--- config.mk ---
export PLATFORM = sky130hd
export DESIGN_NAME = reg_file_operand_fetch_flat
export DESIGN_NICKNAME = d
export VERILOG_FILES = /design/src/rtl/reg_file_operand_fetch_if.sv /design/src/rtl/reg_file_operand_fetch.sv /design/src/flat_wrapper.sv
export SDC_FILE = /design/constraint.sdc
export NUM_CORES = 1
export LEC_CHECK = 0
export ABC_AREA = 1
export BUFFER_PORTS_ARGS = -buffer_cell sky130_fd_sc_hd__buf_4
export CAP_MARGIN = 20
export CORE_ASPECT_RATIO = 1.25
export CORE_MARGIN = 4
export CORE_UTILIZATION = 24
export DETAILED_ROUTE_END_ITERATION = 8
export PLACE_DENSITY_LB_ADDON = 0.1
export SYNTH_ARGS = -nofsm -noshare
export SYNTH_HDL_FRONTEND = slang
export SYNTH_SLANG_ARGS = --single-unit
--- constraint.sdc ---
create_clock -name clk -period 1.6 [get_ports clk]
set_input_delay 0.08 -clock clk [delete_from_list [all_inputs] [get_ports clk]]
set_output_delay 0.08 -clock clk [all_outputs]
set_load 0.02 [all_outputs]
--- src/rtl/reg_file_operand_fetch_if.sv ---
// Operand-fetch bus: decode-side read request, ALU-stage hazard info and
// writeback from the ALU, plus the latched operands and hazard status going back out.
interface reg_file_operand_fetch_if #(
    parameter int ADDR_W = 4,
    parameter int DATA_W = 16,
    parameter int CNT_W  = 16
);
    logic              stall;
    logic              id_valid;
    logic [ADDR_W-1:0] rd_addr_a;
    logic [ADDR_W-1:0] rd_addr_b;
    logic              use_a;
    logic              use_b;
    logic              ex_wr;
    logic [ADDR_W-1:0] ex_addr;
    logic              wb_en;
    logic [ADDR_W-1:0] wb_addr;
    logic              wb_h_en;
    logic              wb_l_en;
    logic [DATA_W-1:0] wb_data;
    logic [DATA_W-1:0] in_a;
    logic [DATA_W-1:0] in_b;
    logic              hazard;
    logic [CNT_W-1:0]  hazard_cnt;

    modport master (
        output stall, id_valid, rd_addr_a, rd_addr_b, use_a, use_b,
               ex_wr, ex_addr, wb_en, wb_addr, wb_h_en, wb_l_en, wb_data,
        input  in_a, in_b, hazard, hazard_cnt
    );

    modport slave (
        input  stall, id_valid, rd_addr_a, rd_addr_b, use_a, use_b,
               ex_wr, ex_addr, wb_en, wb_addr, wb_h_en, wb_l_en, wb_data,
        output in_a, in_b, hazard, hazard_cnt
    );
endinterface

--- src/rtl/reg_file_operand_fetch.sv ---
// Operand-fetch stage: byte-enabled register file with write-to-read bypass,
// registered ALU operands and a combinational RAW hazard detect with a saturating counter.
module reg_file_operand_fetch #(
    parameter int          NUM_REGS  = 16,
    parameter logic [15:0] RESET_VAL = 16'h0000,
    parameter int          CNT_W     = 16
) (
    input logic                   clk,
    input logic                   rst_n,
    reg_file_operand_fetch_if.slave bus
);
    logic [15:0]      r_regs [NUM_REGS];
    logic [15:0]      r_in_a;
    logic [15:0]      r_in_b;
    logic [CNT_W-1:0] r_hazard_cnt;

    logic        w_wr_hi;
    logic        w_wr_lo;
    logic [15:0] w_byp_a;
    logic [15:0] w_byp_b;
    logic        w_hazard;
    logic        w_fetch;

    // Both byte enables low is the ALU swap result, which writes the whole word.
    assign w_wr_hi = bus.wb_h_en | (~bus.wb_h_en & ~bus.wb_l_en);
    assign w_wr_lo = bus.wb_l_en | (~bus.wb_h_en & ~bus.wb_l_en);

    // NOTE: every always_comb output gets a default first so no path can infer a latch.
    always_comb begin
        w_byp_a = r_regs[bus.rd_addr_a];
        w_byp_b = r_regs[bus.rd_addr_b];
        if (bus.wb_en && bus.wb_addr == bus.rd_addr_a) begin
            if (w_wr_hi) w_byp_a[15:8] = bus.wb_data[15:8];
            if (w_wr_lo) w_byp_a[7:0]  = bus.wb_data[7:0];
        end
        if (bus.wb_en && bus.wb_addr == bus.rd_addr_b) begin
            if (w_wr_hi) w_byp_b[15:8] = bus.wb_data[15:8];
            if (w_wr_lo) w_byp_b[7:0]  = bus.wb_data[7:0];
        end
    end

    assign w_hazard = bus.id_valid & bus.ex_wr &
                      ((bus.use_a & (bus.rd_addr_a == bus.ex_addr)) |
                       (bus.use_b & (bus.rd_addr_b == bus.ex_addr)));

    assign w_fetch = ~bus.stall & ~w_hazard & bus.id_valid;

    // NOTE: the array itself is reset because every register must read RESET_VAL
    // after reset; this rules out a RAM macro and keeps it as flops.
    always_ff @(posedge clk or negedge rst_n) begin
        if (!rst_n) begin
            for (int i = 0; i < NUM_REGS; i++) r_regs[i] <= RESET_VAL;
        end else if (bus.wb_en) begin
            // NOTE: non-blocking assignments for all state so every flop samples pre-edge values.
            if (w_wr_hi) r_regs[bus.wb_addr][15:8] <= bus.wb_data[15:8];
            if (w_wr_lo) r_regs[bus.wb_addr][7:0]  <= bus.wb_data[7:0];
        end
    end

    always_ff @(posedge clk or negedge rst_n) begin
        if (!rst_n) begin
            r_in_a <= RESET_VAL;
            r_in_b <= RESET_VAL;
        end else if (w_fetch) begin
            r_in_a <= w_byp_a;
            r_in_b <= w_byp_b;
        end
    end

    // Counts hazard cycles regardless of stall; sticks at all-ones until reset.
    always_ff @(posedge clk or negedge rst_n) begin
        if (!rst_n) begin
            r_hazard_cnt <= '0;
        end else if (w_hazard && r_hazard_cnt != '1) begin
            r_hazard_cnt <= r_hazard_cnt + 1'b1;
        end
    end

    assign bus.in_a       = r_in_a;
    assign bus.in_b       = r_in_b;
    assign bus.hazard     = w_hazard;
    assign bus.hazard_cnt = r_hazard_cnt;
endmodule

--- src/flat_wrapper.sv ---
// flat-port wrapper written by rule: the top's interface ports become plain ports
module reg_file_operand_fetch_flat 
#(
    parameter int          NUM_REGS  = 16,
    parameter logic [15:0] RESET_VAL = 16'h0000,
    parameter int          CNT_W     = 16
)
  (clk, rst_n, bus_stall, bus_id_valid, bus_rd_addr_a, bus_rd_addr_b, bus_use_a, bus_use_b, bus_ex_wr, bus_ex_addr, bus_wb_en, bus_wb_addr, bus_wb_h_en, bus_wb_l_en, bus_wb_data, bus_in_a, bus_in_b, bus_hazard, bus_hazard_cnt);
  reg_file_operand_fetch_if #(.ADDR_W(4), .DATA_W(16), .CNT_W(CNT_W)) bus_i ();
  input logic clk;
  input logic rst_n;
  input wire logic [$bits(bus_i.stall)-1:0] bus_stall;
  input wire logic [$bits(bus_i.id_valid)-1:0] bus_id_valid;
  input wire logic [$bits(bus_i.rd_addr_a)-1:0] bus_rd_addr_a;
  input wire logic [$bits(bus_i.rd_addr_b)-1:0] bus_rd_addr_b;
  input wire logic [$bits(bus_i.use_a)-1:0] bus_use_a;
  input wire logic [$bits(bus_i.use_b)-1:0] bus_use_b;
  input wire logic [$bits(bus_i.ex_wr)-1:0] bus_ex_wr;
  input wire logic [$bits(bus_i.ex_addr)-1:0] bus_ex_addr;
  input wire logic [$bits(bus_i.wb_en)-1:0] bus_wb_en;
  input wire logic [$bits(bus_i.wb_addr)-1:0] bus_wb_addr;
  input wire logic [$bits(bus_i.wb_h_en)-1:0] bus_wb_h_en;
  input wire logic [$bits(bus_i.wb_l_en)-1:0] bus_wb_l_en;
  input wire logic [$bits(bus_i.wb_data)-1:0] bus_wb_data;
  output wire logic [$bits(bus_i.in_a)-1:0] bus_in_a;
  output wire logic [$bits(bus_i.in_b)-1:0] bus_in_b;
  output wire logic [$bits(bus_i.hazard)-1:0] bus_hazard;
  output wire logic [$bits(bus_i.hazard_cnt)-1:0] bus_hazard_cnt;
  assign bus_i.stall = bus_stall;
  assign bus_i.id_valid = bus_id_valid;
  assign bus_i.rd_addr_a = bus_rd_addr_a;
  assign bus_i.rd_addr_b = bus_rd_addr_b;
  assign bus_i.use_a = bus_use_a;
  assign bus_i.use_b = bus_use_b;
  assign bus_i.ex_wr = bus_ex_wr;
  assign bus_i.ex_addr = bus_ex_addr;
  assign bus_i.wb_en = bus_wb_en;
  assign bus_i.wb_addr = bus_wb_addr;
  assign bus_i.wb_h_en = bus_wb_h_en;
  assign bus_i.wb_l_en = bus_wb_l_en;
  assign bus_i.wb_data = bus_wb_data;
  assign bus_in_a = bus_i.in_a;
  assign bus_in_b = bus_i.in_b;
  assign bus_hazard = bus_i.hazard;
  assign bus_hazard_cnt = bus_i.hazard_cnt;
  reg_file_operand_fetch #(.NUM_REGS(NUM_REGS), .RESET_VAL(RESET_VAL), .CNT_W(CNT_W)) u_core (.clk(clk), .rst_n(rst_n), .bus(bus_i));
endmodule
Word level (Yosys, flattened, before mapping). Index checks and enable logic that the tools add are counted.

ROM bits: 0. Input bits: 42. Word-level logic and storage cells: 71. Memories: 0. Register bits: 304. Memory bits (writable): 0. Output and inout bits: 49. Latch bits: 0.

Muxes and demuxes: 21. Shifts and indexed selects: 0. Multiply operators: 0. Reductions and logical operators: 4. Divide/modulo/power cells: 0. Bitwise operators: 17. Add/subtract/negate cells: 1. Eq/ne operators: 5. Magnitude comparators: 4.

Operators by type and width (count): two-way mux 256 bit (3); bitwise mux 256 bit (2); binary-select mux 16 bit (select 4 bit) (2); demux 16 bit (select 4 bit) (2); two-way mux 16 bit (7); two-way mux 8 bit (5); adder 16 x 1 -> 16 bit, second input constant (1); equality test 4 bit (4); != test 16 bit, second input constant (1); >= comparator 5 bit, second input constant (3); inverter 4 -> 5 bit (3); bitwise AND 1 bit (7); < comparator 5 x 1 -> 1 bit, second input constant (1); logical AND 1 bit (4); inverter 1 bit (4); bitwise OR 1 bit (3).

Depth between registers and ports, before layout. Gate-level depths: netlist of run 1.

Depth in word-level cells: 10. Depth in mapped cells: 13. Mapped depth without buffers: 11.

Worst setup path after synthesis of run 1. Ideal clock, no wire load.

Kind: reg2reg. Start: register u_core.r_hazard_cnt[0], in the netlist u_core.bus.hazard_cnt[0]. End: register u_core.r_hazard_cnt[3], in the netlist u_core.bus.hazard_cnt[3]. Arrival: 1.632 ns. Path buffers: 1. Slack: -0.150 ns. Required time: 1.482 ns. Library setup time: 0.118 ns. Clock period less this slack: 1.750 ns. Stages on the path, launching flop included: 8. Cells stage by stage: dfrtp_1 > ha_1 > nand3_1 > nor2_4 > nand4_2 > clkbuf_1 > nand3_1 > nand2_1.

Word-level cells in the longest chain between the ends: 2. Elaborated cells on any way between the ends: 3. Those cells by class: add/sub (1); eq/ne (1); reduce/logical (1).

RTL lines: from (decl) (RTL line reg_file_operand_fetch.sv:15) `logic [CNT_W-1:0] r_hazard_cnt;`; from (signal assigned) (RTL line reg_file_operand_fetch.sv:75) `r_hazard_cnt <= r_hazard_cnt + 1'b1;`; branches (longest 2 deep; another with adder 16 x 1 -> 16 bit).

Several ways; the timed one is not identified. A chain may end at the register's enable or synchronous reset.

Worst setup path after layout of run 1.
Start: register u_core.r_hazard_cnt[0], in the netlist u_core.bus.hazard_cnt[0]. End: register u_core.r_hazard_cnt[0], in the netlist u_core.bus.hazard_cnt[0].

The elaborated chain is that of the path after synthesis.

==> results of run 1 <==
-- power breakdown --
| part | leakage (nW) | internal (W) | total [W] | switching (W) |
|---|---|---|---|---|
| combinational | 6.96 | 0.00239 | 0.00652 | 0.00413 |
| sequential | 3.90 | 0.00924 | 0.0102 | 0.000935 |
| clock | 0.639 | 0.00547 | 0.00906 | 0.00359 |
-- logic make-up after synthesis --
| family | Yosys count |
|---|---|
| AOI/OAI and AO/OA | 262 |
| buffers and inverters | 478 |
| adders and majority gates | 1 |
| and+or+nand+nor | 1568 |
| DFF | 304 |
| xor gates and xnor gates | 17 |
-- layout make-up --
class	instances	area share, %
Sequential cell	304	33.9
Inverter	306	5.15
Tap cell	960	5.35
Clock buffer	56	5.17
Timing Repair Buffer	302	12.9
Clock inverter	9	0.552
Multi-Input combinational cell	1848	37.0
-- cells in the final DEF (no fill, tap or decap), types with 5 or more instances in the layout --
cell type,netlist,layout
o21ai_1,72,72
nand3_1,538,537
buf_12,0,47
xor2_1,12,12
o21ai_0,180,180
nand2_1,934,934
clkbuf_16,0,39
nand4_1,37,37
inv_1,297,295
dlygate4sd3_1,0,10
clkbuf_8,0,12
o21ai_2,8,8
inv_2,6,6
buf_4,7,244
dfrtp_1,304,302
clkinv_2,0,5
nand2_4,9,10
xnor2_1,5,5
clkbuf_1,48,5
nor2_1,35,34
-- metrics by stage --
step / area (um2) / total power, W / std cells
2_1_floorplan: 17900 / 0.0141 / 2630
3_3_place_gp: 21100 / 0.0168 / 3710
3_5_place_dp: 21100 / 0.0168 / 3710
4_1_cts: 22400 / 0.0261 / 3785
5_1_grt: 22400 / 0.0274 / 3785
6_report: 22400 / 0.0258 / 3785
-- state kept, by name, summed over array words and instances, names as in the netlist --
| register | flops |
|---|---|
| u_core.bus.hazard_cnt | 16 |
| u_core.bus.in_a | 16 |
| u_core.r_regs | 256 |
| u_core.bus.in_b | 16 |
-- critical path, cell delays in order, from the launching register on --
cell	delay, ns
dfrtp_2	0.35
ha_2	0.19
nand3_2	0.12
nor2_4	0.17
nand4_4	0.19
buf_4	0.20
nand3_1	0.08
nand2_1	0.05
-- repair_timing --
item / CTS / global route
resized for setup: 0 / 2
hold buffers: 10 / 0
setup endpoints to repair: 0 / 2
hold endpoints to repair: 327 / 0
buffers inserted: 0 / 0
-- metal layers --
metal  vias up  global-route usage (%)  wire (um)
li1       8720                       -          -
met1      8755                    26.6      34900
met2       622                    30.2      34500
met3       118                    3.08       4590
met4         0                    5.34       2100
met5         -                       0          0
-- how the worst max path moves through the flow --
stage	from	cells after the start	slack, ns	end
global route	u_core.bus.hazard_cnt[1]$_DFFE_PN0P_	7	0.00007	u_core.bus.hazard_cnt[8]$_DFFE_PN0P_
detailed placement	bus_rd_addr_a[1]	10	-0.12	u_core.bus.in_a[4]$_DFFE_PN0P_
CTS	u_core.bus.hazard_cnt[0]$_DFFE_PN0P_	7	0.08	u_core.bus.hazard_cnt[13]$_DFFE_PN0P_
finish	u_core.bus.hazard_cnt[0]$_DFFE_PN0P_	7	0.11	u_core.bus.hazard_cnt[0]$_DFFE_PN0P_
global placement	bus_rd_addr_a[1]	10	-0.12	u_core.bus.in_a[4]$_DFFE_PN0P_
floorplan	u_core.bus.hazard_cnt[0]$_DFFE_PN0P_	7	0.02	u_core.bus.hazard_cnt[2]$_DFFE_PN0P_
==> results.sh, run 1 <==
export IMPL_synth_compound_area_share_pct=7.56
export IMPL_p_leak_nw=11.5
export IMPL_multiInputGateArea_um2=8310
export IMPL_tns_ns=0
export IMPL_grt_pass1_vias=17900
export IMPL_syn_to_final_growth_pct=25.8
export IMPL_io_buffers=90
export IMPL_r2r_setup_slack_ns=0.11
export IMPL_final_seq_area_um2=7610
export IMPL_fillers=7980
export IMPL_synth_xor_area_share_pct=0.834
export IMPL_synth_mux_area_share_pct=0
export IMPL_rows=111
export IMPL_grt_first_pass_wirelength_um=115000
export IMPL_final_util_pct=30.6
export IMPL_synth_top_family_by_area="simple AND/OR/NAND/NOR gates"
export IMPL_clk_pin_slew_ns=0.06
export IMPL_root_buffer="clkbuf_16"
export IMPL_ant_nets=0
export IMPL_yosys_area_top_type="dfrtp_1"
export IMPL_die_w_um=252
export IMPL_synth_most_common_cell="nand2_1"
export IMPL_fmax_mhz=673
export IMPL_clock_path_buffers=3
export IMPL_wl_per_cell_um=20.1
export IMPL_ir_worst_vdd_mv=0.745
export IMPL_dieArea_um2=78800
export IMPL_dpl_hpwl_um=54400
export IMPL_grt_start_max_net_pins=58
export IMPL_hp_class="primary input to async pin"
export IMPL_cp_start_kind="flip-flop"
export IMPL_vias=18200
export IMPL_maxSlewHeadroom_pct=65.1
export IMPL_ys_top_cells_by_area="dfrtp_1, nand2_1, nand3_1"
export IMPL_r2r_start="u_core.bus.hazard_cnt[0]$_DFFE_PN0P_"
export IMPL_synthTopCellsByCount="nand2_1, nand3_1, dfrtp_1"
export IMPL_rsz0062_at_grt="no"
export IMPL_cts_sinks=304
export IMPL_htree_levels=2
export IMPL_n_antenna_cell=0
export IMPL_yosys_area_share_simple_pct=37.9
export IMPL_netlist_area_leader_share_pct=42.6
export IMPL_die_h_um=313
export IMPL_ios=91
export IMPL_arrival_ns=1.92
export IMPL_routed_wl_um=76100
export IMPL_dr_first_iter_drc_count=1407
export IMPL_critPathRequiredTime_ns=2.04
export IMPL_cap_violations=0
export IMPL_cp_max_fo=7
export IMPL_endpoint_kind="flip-flop"
export IMPL_cts_inserted_buffers=37
export IMPL_initial_core_util_pct=24.3
export IMPL_antenna_found_initial=0
export IMPL_place_ws_ns=-0.116
export IMPL_setup_slack_ns=0.115
export IMPL_postSynthCellCount=2630
export IMPL_post_route_drc_count=0
export IMPL_async_flop_share_pct=100
export IMPL_overflow=0
export IMPL_clk_insertion_delay_late_ns=0.57
export IMPL_num_nets_final=2842
export IMPL_grt_usage_pct=18.9
export IMPL_synthAdderAreaFrac_pct=0.0701
export IMPL_synthDistinctLibCells=32
export IMPL_report_final_setup_viol=0
export IMPL_synthFlopType="dfrtp_1"
export IMPL_worstRegToRegCells=7
export IMPL_tightest_slew_ns=0.523
export IMPL_finalHoldViolations=0
export IMPL_synth_edf_count=0
export IMPL_mappedNetlistArea_um2=17900
export IMPL_period_needed_ns=1.49
export IMPL_drive_above_1_share_pct=13.9
export IMPL_worstSetupPathType="flip-flop to flip-flop"
export IMPL_worstReg2RegEnd="u_core.bus.hazard_cnt[0]$_DFFE_PN0P_"
export IMPL_core_area_um2=73500
export IMPL_dr_pass1_iters=5
export IMPL_fin_skew_ns=0.0255
export IMPL_ys_ff_latch=304
export IMPL_yosys_warnings=0
export IMPL_holdWs_ns=0.0244
export IMPL_ys_seq_area_share_pct=42.6
export IMPL_finalCritPeriodShare_pct=92.8
export IMPL_drv_slew=0
export IMPL_syn_nets=2673
export IMPL_cts_tree="built"
export IMPL_place_gp_congestion=0.861
export IMPL_status="complete, no violations"
export IMPL_p_per_area_nw_per_um2=1150
export IMPL_syn_area_per_cell_um2=6.79
export IMPL_avgViaCountPerCell=4.81
Power figures use the tool's default switching activity.
==> inputs of run 2 (changes only) <==
CORE_ASPECT_RATIO = 0.5   (was 1.25)
==> run 2 against run 1 <==
Clock power fell by 2%. Sequential power barely moved. Utilization fell by 0.74 points. Largest power group unchanged.
==> results.sh, run 2 (same netlist as run 1, synthesis figures left out) <==
export IMPL_cp_max_fo=6
export IMPL_cts_tree="built"
export IMPL_multiInputGateArea_um2=8330
export IMPL_final_util_pct=29.8
export IMPL_finalHoldViolations=0
export IMPL_p_leak_nw=11.2
export IMPL_maxSlewHeadroom_pct=59.9
export IMPL_drive_above_1_share_pct=12.3
export IMPL_critPathRequiredTime_ns=2.05
export IMPL_arrival_ns=1.92
export IMPL_initial_core_util_pct=24.3
export IMPL_grt_first_pass_wirelength_um=113000
export IMPL_ir_worst_vdd_mv=0.579
export IMPL_grt_start_max_net_pins=66
export IMPL_overflow=0
export IMPL_finalCritPeriodShare_pct=91.7
export IMPL_ant_nets=0
export IMPL_core_area_um2=73400
export IMPL_rsz0062_at_grt="no"
export IMPL_cap_violations=0
export IMPL_final_seq_area_um2=7610
export IMPL_worstSetupPathType="flip-flop to flip-flop"
export IMPL_avgViaCountPerCell=4.68
export IMPL_n_antenna_cell=0
export IMPL_routed_wl_um=73100
export IMPL_dpl_hpwl_um=51200
export IMPL_period_needed_ns=1.47
export IMPL_grt_pass1_vias=17800
export IMPL_dr_pass1_iters=5
export IMPL_clock_path_buffers=3
export IMPL_htree_levels=2
export IMPL_wl_per_cell_um=19.5
export IMPL_endpoint_kind="flip-flop"
export IMPL_num_nets_final=2790
export IMPL_die_h_um=201
export IMPL_place_gp_congestion=0.836
export IMPL_fin_area_um2=21900
export IMPL_post_dp_cell_area_um2=20500
export IMPL_fillers=8096
export IMPL_cts_inserted_buffers=36
export IMPL_regMostFlops="u_core.r_regs"
export IMPL_die_w_um=394
export IMPL_drv_slew=0
export IMPL_dr_first_iter_drc_count=1385
export IMPL_rows=70
export IMPL_status="complete, no violations"
export IMPL_layout_common_cells="nand2_1, nand3_1, dfrtp_1"
export IMPL_p_per_area_nw_per_um2=1160
export IMPL_vias=17500
export IMPL_cp_start_kind="flip-flop"
export IMPL_holdWs_ns=0.0335
export IMPL_antenna_found_initial=0
export IMPL_post_route_drc_count=0
export IMPL_hp_class="primary input to async pin"
export IMPL_ios=91
export IMPL_tightest_slew_ns=0.600
export IMPL_syn_to_final_growth_pct=22.6
export IMPL_largest_reg_flops=256
export IMPL_dieArea_um2=79100
export IMPL_grt_usage_pct=18.3
export IMPL_final_common_cell="nand2_1"
export IMPL_place_ws_ns=-0.00320
export IMPL_root_buffer="clkbuf_16"
export IMPL_clk_insertion_delay_late_ns=0.56
export IMPL_cts_sinks=304
export IMPL_report_final_setup_viol=0
export IMPL_fmax_mhz=682
export IMPL_setup_slack_ns=0.134
export IMPL_io_buffers=90
export IMPL_fin_skew_ns=0.0174
export IMPL_clk_pin_slew_ns=0.06
==> run 2: repair_timing <==
item	4_1_cts	5_1_grt
hold buffers	11	0
endpoints found under the hold margin	331	0
resized for setup	0	6
setup endpoints to repair	0	16
setup buffers	0	5
==> run 2: metrics by stage <==
| step | power (W) | TNS [ns] | instances |
|---|---|---|---|
| floorplan | 0.0141 | 0 | 2630 |
| global placement | 0.0166 | -0.0337 | 3665 |
| detailed placement | 0.0167 | -0.00320 | 3665 |
| CTS | 0.0258 | 0 | 3740 |
| global route | 0.0271 | 0 | 3745 |
| finish | 0.0254 | 0 | 3745 |
==> run 2: final cells by class <==
type / instances / share of cell area (%)
sequential: 304 / 34.8
inverter: 306 / 5.28
clock buffer: 44 / 4.49
clock inverter: 20 / 1.08
timing repair buffer: 251 / 10.8
multi-input combinational: 1848 / 38.1
tap: 972 / 5.56
==> run 2: routing by layer <==
metal | wire length [um] | vias to the layer above | global-route usage, % | share of wire (%)
li1 | - | 8625 | - | -
met1 | 35000 | 8451 | 25.5 | 48
met2 | 33900 | 362 | 30.4 | 46
met3 | 2690 | 87 | 2.24 | 3.7
met4 | 1520 | 0 | 4.17 | 2.1
met5 | 0 | - | 0 | 0
==> run 2: power by group <==
part	switching, W	total, W	internal [W]
clock	0.00385	0.00892	0.00507
combinational	0.00407	0.00634	0.00227
sequential	0.000918	0.0101	0.00923
total	0.00885	0.0254	0.0166
==> run 2: critical path: stages (launching register included) <==
cell	delay, ns
dfrtp_2	0.36
ha_2	0.20
nand3_4	0.09
nor2_4	0.15
nand4_4	0.21
buf_4	0.21
nand3_1	0.08
nand2_1	0.06
==> run 2: worst paths after layout <==
path	startpoint	to	slack, ns	depth (start not counted)
max	u_core.bus.hazard_cnt[0]$_DFFE_PN0P_	u_core.bus.hazard_cnt[14]$_DFFE_PN0P_	0.13	7
max reg2reg	u_core.bus.hazard_cnt[0]$_DFFE_PN0P_	u_core.bus.hazard_cnt[14]$_DFFE_PN0P_	0.13	7
min in group clk	bus_wb_data[13]	u_core.r_regs[237]$_DFFE_PN0P_	0.05	3
min reg2reg	u_core.r_regs[33]$_DFFE_PN0P_	u_core.r_regs[33]$_DFFE_PN0P_	0.48	2
max in group asynchronous	rst_n	u_core.bus.hazard_cnt[1]$_DFFE_PN0P_	0.86	3
min	rst_n	u_core.r_regs[100]$_DFFE_PN0P_	0.03	2
==> inputs of run 3 (changes only) <==
==> constraint.sdc (replaced) <==
create_clock -name clk -period 1.6 [get_ports clk]
set_input_delay 0.24 -clock clk [delete_from_list [all_inputs] [get_ports clk]]
set_output_delay 0.24 -clock clk [all_outputs]
set_load 0.005 [all_outputs]
==> run 3 against run 2 <==
Utilization barely moved. Flip-flop and latch count did not move. Clock power fell by 7.4%. Sequential share of layout area barely moved. Total power fell by 4.0%. Register-to-register slack improved by 0.06 ns. Sequential power barely moved. Fmax fell by 4.0%. Via count fell by 1.1%. Highest routed layer unchanged.
==> results.sh, run 3 (same netlist as run 1, synthesis figures left out) <==
export IMPL_status="complete, no violations"
export IMPL_worstSetupPathType="flip-flop to output pin"
export IMPL_ant_nets=0
export IMPL_cap_violations=0
export IMPL_tns_ns=0
export IMPL_grt_start_max_net_pins=68
export IMPL_regMostFlops="u_core.r_regs"
export IMPL_grt_first_pass_wirelength_um=110000
export IMPL_finalCritPeriodShare_pct=95.4
export IMPL_syn_to_final_growth_pct=22.4
export IMPL_post_route_drc_count=0
export IMPL_r2r_setup_slack_ns=0.19
export IMPL_wl_per_cell_um=19.0
export IMPL_min_path_cells=3
export IMPL_maxSlewHeadroom_pct=64.7
export IMPL_internal_power_w=0.0162
export IMPL_hold_path_startpoint="bus_wb_data[3]"
export IMPL_final_common_cell="nand2_1"
export IMPL_cts_tree="built"
export IMPL_critPathRequiredTime_ns=1.36
export IMPL_p_sw_share_pct=33.5
export IMPL_htree_levels=2
export IMPL_place_ws_ns=-0.260
export IMPL_largest_reg_flops=256
export IMPL_fin_skew_ns=0.0250
export IMPL_core_area_um2=73400
export IMPL_clk_insertion_delay_late_ns=0.55
export IMPL_worstRegToRegCells=8
export IMPL_period_needed_ns=1.53
export IMPL_finalHoldViolations=0
export IMPL_tightest_slew_ns=0.529
export IMPL_antenna_found_initial=0
export IMPL_report_final_setup_viol=0
export IMPL_clock_power_share_pct=33.8
export IMPL_cts_sinks=304
export IMPL_ios=91
export IMPL_cp_max_fo=5
export IMPL_multiInputGateArea_um2=8330
export IMPL_p_per_area_nw_per_um2=1120
export IMPL_vias=17300
export IMPL_hp_class="primary input to flip-flop"
export IMPL_hold_end="u_core.r_regs[211]$_DFFE_PN0P_"
export IMPL_num_nets_final=2794
export IMPL_grt_usage_pct=17.8
export IMPL_die_w_um=394
export IMPL_rows=70
export IMPL_drive_above_1_share_pct=12.6
export IMPL_p_switching_w=0.00818
export IMPL_clk_pin_slew_ns=0.06
export IMPL_place_gp_congestion=0.804
export IMPL_fmax_mhz=655
export IMPL_total_power_w=0.0244
export IMPL_dr_first_iter_drc_count=1532
export IMPL_fillers=8130
export IMPL_overflow=0
export IMPL_worstReg2RegEnd="u_core.bus.hazard_cnt[14]$_DFFE_PN0P_"
export IMPL_layout_common_cells="nand2_1, nand3_1, dfrtp_1"
export IMPL_dpl_hpwl_um=48600
export IMPL_cp_start_kind="flip-flop"
export IMPL_ir_worst_vdd_mv=0.514
export IMPL_drv_slew=0
export IMPL_dr_pass1_iters=5
export IMPL_io_buffers=90
export IMPL_initial_core_util_pct=24.3
export IMPL_pwr_share_comb_pct=24.8
export IMPL_final_util_pct=29.8
export IMPL_grt_pass1_vias=17100
export IMPL_cts_inserted_buffers=36
export IMPL_holdWs_ns=0.0584
export IMPL_die_h_um=201
export IMPL_avgViaCountPerCell=4.63
export IMPL_pwr_share_seq_pct=41.4
export IMPL_endpoint_kind="output pin"
export IMPL_arrival_ns=1.29
export IMPL_clock_path_buffers=3
export IMPL_final_seq_area_um2=7610
export IMPL_dieArea_um2=79100
export IMPL_rsz0062_at_grt="no"
export IMPL_r2r_start="u_core.bus.hazard_cnt[0]$_DFFE_PN0P_"
export IMPL_n_antenna_cell=0
export IMPL_root_buffer="clkbuf_16"
export IMPL_routed_wl_um=71200
export IMPL_setup_slack_ns=0.0729
export IMPL_p_leak_nw=11.2
[run 3: changes by cell type in the layout (fill, tap and decap cells not counted), moves of 4 or more]
cell,previous run,this run
clkbuf_8,3,7
buf_12,34,39
dlygate4sd3_1,11,1
buf_4,203,212
clkinvlp_4,7,0
[run 3: worst max-delay path: stages (launching register included)]
cell,delay (ns)
dfrtp_1,0.44
buf_4,0.17
buf_4,0.13
[run 3: timing repair]
action,in CTS,in global routing
gates cloned,0,0
hold endpoints to repair,214,0
buffers inserted,0,3
resized for setup,6,9
hold buffers,1,0
setup endpoints to repair,1,17
pin swaps,2,4
[run 3: metrics by stage]
step / cells / area [um2]
finish: 3745 / 21900
CTS: 3742 / 21800
detailed placement: 3681 / 20600
global placement: 3681 / 20600
floorplan: 2630 / 17900
global route: 3745 / 21900
[run 3: power by group through the flow]
stage               combinational, W  sequential, W  clock [W]
finish                       0.00604         0.0101    0.00826
CTS                          0.00612         0.0101    0.00860
global placement             0.00608         0.0102          0
floorplan                    0.00386         0.0100          0
global route                 0.00698         0.0103    0.00890
detailed placement           0.00609         0.0102          0
[run 3: worst max path at each step]
stage / from / endpoint / slack [ns]
floorplan: u_core.bus.hazard_cnt[0]$_DFFE_PN0P_ / u_core.bus.hazard_cnt[6]$_DFFE_PN0P_ / 0.007
global placement: bus_rd_addr_b[2] / u_core.bus.hazard_cnt[15]$_DFFE_PN0P_ / -0.27
detailed placement: bus_rd_addr_a[0] / u_core.bus.in_a[8]$_DFFE_PN0P_ / -0.26
CTS: bus_rd_addr_b[3] / bus_hazard / 0.01
global route: bus_rd_addr_b[3] / bus_hazard / 0.002
finish: u_core.bus.hazard_cnt[6]$_DFFE_PN0P_ / bus_hazard_cnt[6] / 0.07
[run 3: layout make-up]
class,instances,area share (%)
well taps,972,5.57
clock inverters,9,0.338
flip-flops and latches,304,34.8
inverters,306,5.30
repair buffers,255,11.1
multi-input cells,1848,38.1
clock buffers,51,4.80
[run 3: routing by layer]
layer	up-vias	GRT usage (%)	routed length [um]
met5	-	0	0
met4	0	4.50	1760
met3	86	1.99	2280
met2	301	28.8	32500
met1	8325	25.3	34600
li1	8627	-	-
